File: config.mk
export PLATFORM = sky130hd
export DESIGN_NAME = div_unit
export DESIGN_NICKNAME = d
export VERILOG_FILES = /design/src/rtl/cpu_pkg.sv /design/src/rtl/div_step.sv /design/src/rtl/div_unit.sv
export SDC_FILE = /design/constraint.sdc
export NUM_CORES = 1
export LEC_CHECK = 0
export CORE_MARGIN = 2
export CORE_UTILIZATION = 56
export CTS_BUF_LIST = sky130_fd_sc_hd__clkbuf_8
export CTS_CLUSTER_DIAMETER = 100
export CTS_CLUSTER_SIZE = 10
export DETAILED_ROUTE_END_ITERATION = 7
export HOLD_SLACK_MARGIN = 0.02
export PLACE_DENSITY_LB_ADDON = 0.25
export SYNTH_ARGS = -nofsm -noshare
export SYNTH_HDL_FRONTEND = slang
export SYNTH_SLANG_ARGS = --single-unit
File: constraint.sdc
create_clock -name clock -period 3.3 [get_ports clock]
set_clock_uncertainty 0.05 [all_clocks]
set_input_delay 0.66 -clock clock [delete_from_list [all_inputs] [get_ports clock]]
set_output_delay 0.66 -clock clock [all_outputs]
set_load 0.1 [all_outputs]
File: src/rtl/cpu_pkg.sv
// Shared datapath definitions: word width, divider FSM states and the
// quotient value reported for a divide by zero.
package cpu_pkg;

    localparam int WORD_WIDTH = 32;

    // Quotient written to LO when the divisor is zero.
    localparam logic [WORD_WIDTH-1:0] DIV_ZERO_QUOTIENT = '1;

    // Divider control states.
    typedef enum logic [1:0] {
        IDLE = 2'd0,
        CALC = 2'd1,
        FIX  = 2'd2
    } div_state_t;

endpackage

File: src/rtl/div_step.sv
// One radix-2 restoring division iteration, purely combinational.
// The partial remainder is WIDTH+1 bits so the trial subtraction's sign
// is visible. A set top bit on the incoming remainder means the shifted
// value already exceeds any WIDTH-bit divisor, so the subtraction is kept.
module div_step
    import cpu_pkg::*;
#(
    parameter int WIDTH = WORD_WIDTH
) (
    input  logic [WIDTH:0]   rem_in,
    input  logic [WIDTH-1:0] quo_in,
    input  logic [WIDTH-1:0] dvs,
    output logic [WIDTH:0]   rem_out,
    output logic [WIDTH-1:0] quo_out
);

    logic [WIDTH:0] shifted;
    logic [WIDTH:0] trial;
    logic           keep;

    // Shift {remainder, quotient} left, trial-subtract, restore on borrow.
    always_comb begin
        shifted = {rem_in[WIDTH-1:0], quo_in[WIDTH-1]};
        trial   = shifted - {1'b0, dvs};
        keep    = rem_in[WIDTH] | ~trial[WIDTH];
        rem_out = keep ? trial : shifted;
        quo_out = {quo_in[WIDTH-2:0], keep};
    end

endmodule

File: src/rtl/div_unit.sv
// Sequential radix-2 restoring divider for the DIV instruction.
// LO = quotient, HI = remainder, held until the next completion.
// Optional build macro: DIV_SIGNED_EN selects two's-complement signed
// (truncating) division; undefined gives unsigned division.
//
// Handshake: start is sampled only while IDLE. The accepting edge
// captures dividend/divisor; start while busy is dropped, not queued.
// done pulses for one cycle on the edge results update, and the FSM is
// IDLE in that cycle, so a start held there is accepted back-to-back.
module div_unit
    import cpu_pkg::*;
#(
    parameter int WIDTH = WORD_WIDTH
) (
    input  logic             clock,
    input  logic             clear_n,
    input  logic             start,
    input  logic [WIDTH-1:0] dividend,
    input  logic [WIDTH-1:0] divisor,
    output logic             busy,
    output logic             done,
    output logic [WIDTH-1:0] lo_out,
    output logic [WIDTH-1:0] hi_out,
    output logic             div_by_zero,
    output div_state_t       state_dbg
);

    localparam int CW = $clog2(WIDTH);

    div_state_t       state;
    logic [CW-1:0]    count;
    logic [WIDTH:0]   rem;
    logic [WIDTH-1:0] quo;
    logic [WIDTH-1:0] dvs_mag;
    logic             dz_pend;

    logic [WIDTH-1:0] op_dvd;
    logic [WIDTH-1:0] op_dvs;
    logic [WIDTH-1:0] fix_lo;
    logic [WIDTH-1:0] fix_hi;
    logic [WIDTH:0]   step_rem;
    logic [WIDTH-1:0] step_quo;

    assign state_dbg = state;

`ifdef DIV_SIGNED_EN
    logic neg_q;
    logic neg_r;

    // Operand magnitudes; 0x80000000 maps to itself, read as unsigned 2^31.
    assign op_dvd = dividend[WIDTH-1] ? -dividend : dividend;
    assign op_dvs = divisor[WIDTH-1]  ? -divisor  : divisor;
    // Quotient negated on differing signs, remainder follows the dividend.
    assign fix_lo = neg_q ? -quo : quo;
    assign fix_hi = neg_r ? -rem[WIDTH-1:0] : rem[WIDTH-1:0];
`else
    assign op_dvd = dividend;
    assign op_dvs = divisor;
    assign fix_lo = quo;
    assign fix_hi = rem[WIDTH-1:0];
`endif

    div_step #(.WIDTH(WIDTH)) u_step (
        .rem_in  (rem),
        .quo_in  (quo),
        .dvs     (dvs_mag),
        .rem_out (step_rem),
        .quo_out (step_quo)
    );

    // Control FSM, iteration counter, working registers and result registers.
    always_ff @(posedge clock or negedge clear_n) begin
        if (!clear_n) begin
            state       <= IDLE;
            count       <= '0;
            rem         <= '0;
            quo         <= '0;
            dvs_mag     <= '0;
            dz_pend     <= 1'b0;
            busy        <= 1'b0;
            done        <= 1'b0;
            lo_out      <= '0;
            hi_out      <= '0;
            div_by_zero <= 1'b0;
`ifdef DIV_SIGNED_EN
            neg_q       <= 1'b0;
            neg_r       <= 1'b0;
`endif
        end else begin
            done <= 1'b0;
            case (state)
                IDLE: begin
                    if (start) begin
                        busy <= 1'b1;
                        if (divisor == '0) begin
                            // Zero divisor: stage the fixed results and skip CALC.
                            rem     <= {1'b0, dividend};
                            quo     <= DIV_ZERO_QUOTIENT;
                            dz_pend <= 1'b1;
                            state   <= FIX;
`ifdef DIV_SIGNED_EN
                            neg_q   <= 1'b0;
                            neg_r   <= 1'b0;
`endif
                        end else begin
                            rem     <= '0;
                            quo     <= op_dvd;
                            dvs_mag <= op_dvs;
                            dz_pend <= 1'b0;
                            count   <= CW'(WIDTH - 1);
                            state   <= CALC;
`ifdef DIV_SIGNED_EN
                            neg_q   <= dividend[WIDTH-1] ^ divisor[WIDTH-1];
                            neg_r   <= dividend[WIDTH-1];
`endif
                        end
                    end
                end
                CALC: begin
                    rem   <= step_rem;
                    quo   <= step_quo;
                    count <= count - 1'b1;
                    if (count == '0) begin
                        state <= FIX;
                    end
                end
                FIX: begin
                    lo_out      <= fix_lo;
                    hi_out      <= fix_hi;
                    div_by_zero <= dz_pend;
                    done        <= 1'b1;
                    busy        <= 1'b0;
                    state       <= IDLE;
                end
                default: begin
                    state <= IDLE;
                    busy  <= 1'b0;
                end
            endcase
        end
    end

endmodule

==> impl_results.md, run 1 <==
* Crit. End Element: flop
* Least-Margin Pin Slew at roughly 0.73 ns
* Worst Path Required at 3.61 ns
* Tcrit/Tclk final at 0.949
* Final hold vios at 0
* Initial antenna violation count at 0
* Setup ws final at 0.168 ns
* Internal at just under 7 mW
* Yosys top cell area share at 0.474
* Primary FF master, synth: dfrtp_1
* Largest net degree at the start of global routing at 64
* Setup crit start kind: flop
* Area Overhead vs Synth at 22.5%
* Synth area leader: dfrtp_1
* Relative slew slack at 0.512
* GRT Total Usage at 0.282
* Synth warnings at 0
* Post-synth ARST share at 1.00
* CTS H-tree depth at 4
* Max clock buf depth at 2
* XOR/XNOR Fraction of Synth Area at 0.0251
* DRT iter0 DRCs at 672
* Root Buffer: clkbuf_8
* Fillers at 1290
* Final max-slew violation count at 0
* Core ar. at 15900 sq um
* #FFs+latches synth at 172
* WHS at about 0.09 ns
* Synth Cell Area at 9070 sq um
* Largest family of logic cells by synthesized area: compound AO/OA/AOI/OAI gates
* Critical path type: flop to flop
* Adder-Cell Fraction of Synth Area at 0.0491
* HP Class: input port to asynchronous set/reset pin
* Initial Util at 0.571
* Nets@finish at 1189
* Final setup vio count at 0
* Diode count at 0
* Power, Total at ~13 mW
* Avg Inst Size Synth at 9.57 sq um
* Share of cells above drive strength 1 at 0.205
* Final GP Congestion at roughly 0.88
* Reg clk slew, reported paths at around 0.10 ns
* Syn nets at 1050
* Die Span Y at 131 um
* Die X-Extent at 131 um
* Post-synth EDFFs at 0
* VDD IR max at 0.624 mV
* I/O pin cnt at between 100 and 150
* # hold bufs at CTS at 0
* Placed instance area at 10600 sq um
* Ranking of synthesized cells by area: dfrtp_1 (47%), mux2_2 (7.8%), nor2_1 (5.0%)
* Clk Latency, worst-skew pair at 0.48 ns
* P_sw at 6.01 mW
* Fmax at 0.319 GHz
* Routed vias/inst at 5.85
* Outcome: completed
* Routed wire per std cell at 18.4 um
* Fin Setup TNS at 0 ns
* First-pass GRT wire length at 38800 um
* # port buffers at 135
* DIE AREA at 17200 sq um
* RSZ-0062 raised after global routing: false
* WL final at 24200 um
* Seq/Total Area, Yosys at 0.474
* Cell variety after synth at 66
* Vias in the first global route at 7438
* Pre-Repair DR Iteration Count at 5
* Sink Count at around 170
* Global route overflow at 0
* Half-perimeter wire length after detailed placement at roughly 17000 um
* Seq pwr share at 0.269
* Leakage at 5.21 nW
* CTS tree: yes
* Number of buffers created by CTS at 17
* Combinational power share at 0.612
* DRC Markers at 0
* Compound-gate portion of the synthesized area at 0.175
* Post-Layout Inst Area at 11100 sq um
* Vias at roughly 7700
* Worst EP arrival at 3.44 ns
* Pre-CTS WS at 0.0938 ns
* # rows at 46
* Final min period at approximately 3.1 ns
* CP Max Fanout at 14
* Mux cell area share after synthesis at 0.0959
* Simple-gate area share of the yosys netlist at 0.137
* ANT nets after route at 0
* Max-cap check violation count at 0
* Cells after synthesis at 948
* Pwr Density at around 1200 nW/um^2
* Clk pwr share at 0.119
* Net Sw Frac at 0.465
## synth_stat cells, drive strengths merged (3+ instances only)
cell    number
or2          5
clkbuf      35
nor3        14
inv         48
buf         12
nand2b       7
mux2i       16
mux2        63
o211ai       3
o22ai       38
o21ai       69
o21a         3
dfrtp      172
nor2       122
and2         3
nand3        6
nand4        3
a211oi      12
a21oi       83
xor2        10
and3        11
a31oi       12
a221oi       3
a21o        11
nor4         9
nand2       91
o31ai        7
xnor2       16
ha          34
## power by group through the flow
stage | Sequential (mW) | Clock (mW) | Combinational [mW]
floorplan | 3.82 | 0 | 5.42
global placement | 3.48 | 0 | 7.24
detailed placement | 3.50 | 0 | 7.45
CTS | 3.46 | 1.56 | 7.49
global route | 3.55 | 1.64 | 8.68
finish | 3.48 | 1.54 | 7.93
## cells by family after synthesis
family	after synthesis
muxes	79
DFF	172
buffers and inverters	95
adders and majority gates	35
AOI/OAI and AO/OA	259
and+or+nand+nor	282
xor gates and xnor gates	26
## layout make-up
cell class / instances / area [sq um] / share of cell area
Multi-Input combinational cell: 681 / 4410 / 0.397
Sequential cell: 172 / 4300 / 0.387
Timing Repair Buffer: 167 / 1540 / 0.138
Tap cell: 216 / 270 / 0.0243
Clock buffer: 18 / 248 / 0.0223
Inverter: 48 / 180 / 0.0162
Clock inverter: 14 / 160 / 0.0144
## per-stage QoR
step / std cells / util
detailed placement: 1279 / 0.669
CTS: 1311 / 0.694
global placement: 1279 / 0.669
floorplan: 948 / -
global route: 1316 / 0.700
finish: 1316 / 0.700
## final timing paths
| check | startpoint | end | slack (ns) | depth (start not counted) |
|---|---|---|---|---|
| worst min-delay path | clear_n | lo_out[25] | 0.09 | 1 |
| min in group clock | hi_out[28] | hi_out[28] | 0.44 | 2 |
| worst max register to register | dvs_mag[0] | rem[28] | 0.17 | 13 |
| worst min register to register | hi_out[28] | hi_out[28] | 0.44 | 2 |
| worst max-delay path | dvs_mag[0] | rem[28] | 0.17 | 13 |
| max in group asynchronous | clear_n | dvs_mag[13] | 2.31 | 2 |
## metal layers
layer / vias up / wire [um] / track usage / part of all wire
met2: 293 / 11800 / 0.474 / 0.49
li1: 3634 / - / - / -
met5: - / 0 / 0 / 0
met3: 52 / 1330 / 0.0475 / 0.055
met1: 3716 / 10400 / 0.375 / 0.43
met4: 0 / 623 / 0.0930 / 0.026
## sequential cells by signal, indices dropped and copies added, names as in the netlist
register     count
done             1
hi_out          32
count            5
fix_lo          32
rem             33
dz_pend          1
div_by_zero      1
state_dbg        2
dvs_mag         32
busy             1
lo_out          32
## worst max-delay path: stages (launching register included)
cell,delay [ns]
dfrtp_1,0.39
ha_1,0.24
fa_1,0.42
and2b_2,0.26
o2111ai_2,0.13
a21oi_2,0.20
o21ai_2,0.11
a21oi_4,0.16
mux2i_2,0.26
and2_4,0.21
buf_12,0.16
buf_4,0.14
mux2i_1,0.18
a22oi_1,0.09
## cells in the final DEF (no fill, tap or decap), types with 4 or more instances in the layout
| master | count |
|---|---|
| a211oi_1 | 12 |
| a21o_1 | 11 |
| a21oi_1 | 78 |
| a21oi_2 | 4 |
| a31oi_1 | 12 |
| and3_1 | 11 |
| buf_12 | 8 |
| buf_4 | 92 |
| clkbuf_8 | 18 |
| clkdlybuf4s50_1 | 65 |
| dfrtp_1 | 172 |
| ha_1 | 34 |
| inv_1 | 48 |
| mux2_2 | 63 |
| mux2i_1 | 15 |
| nand2_1 | 91 |
| nand2b_1 | 6 |
| nand3_1 | 6 |
| nor2_1 | 119 |
| nor3_1 | 12 |
| nor4_1 | 8 |
| o21ai_0 | 54 |
| o21ai_1 | 12 |
| o22ai_1 | 37 |
| o31ai_1 | 6 |
| xnor2_1 | 16 |
| xor2_1 | 10 |
## timing repair
| action | CTS | global route |
|---|---|---|
| buffers inserted | 0 | 4 |
| resized for setup | 0 | 6 |
| setup endpoints to repair | 0 | 17 |
No activity file was read; power rests on OpenSTA's default activity.
==> inputs of run 2 (changes only) <==
--- a/config.mk
+++ b/config.mk
@@ -11,7 +11,7 @@
 export CTS_CLUSTER_DIAMETER = 100
 export CTS_CLUSTER_SIZE = 10
 export DETAILED_ROUTE_END_ITERATION = 7
-export HOLD_SLACK_MARGIN = 0.02
+export HOLD_SLACK_MARGIN = 0.05
 export PLACE_DENSITY_LB_ADDON = 0.25
 export SYNTH_ARGS = -nofsm -noshare
 export SYNTH_HDL_FRONTEND = slang
==> results of run 2 <==
No change in the layout: final DEF, timing and power equal those of run 1.
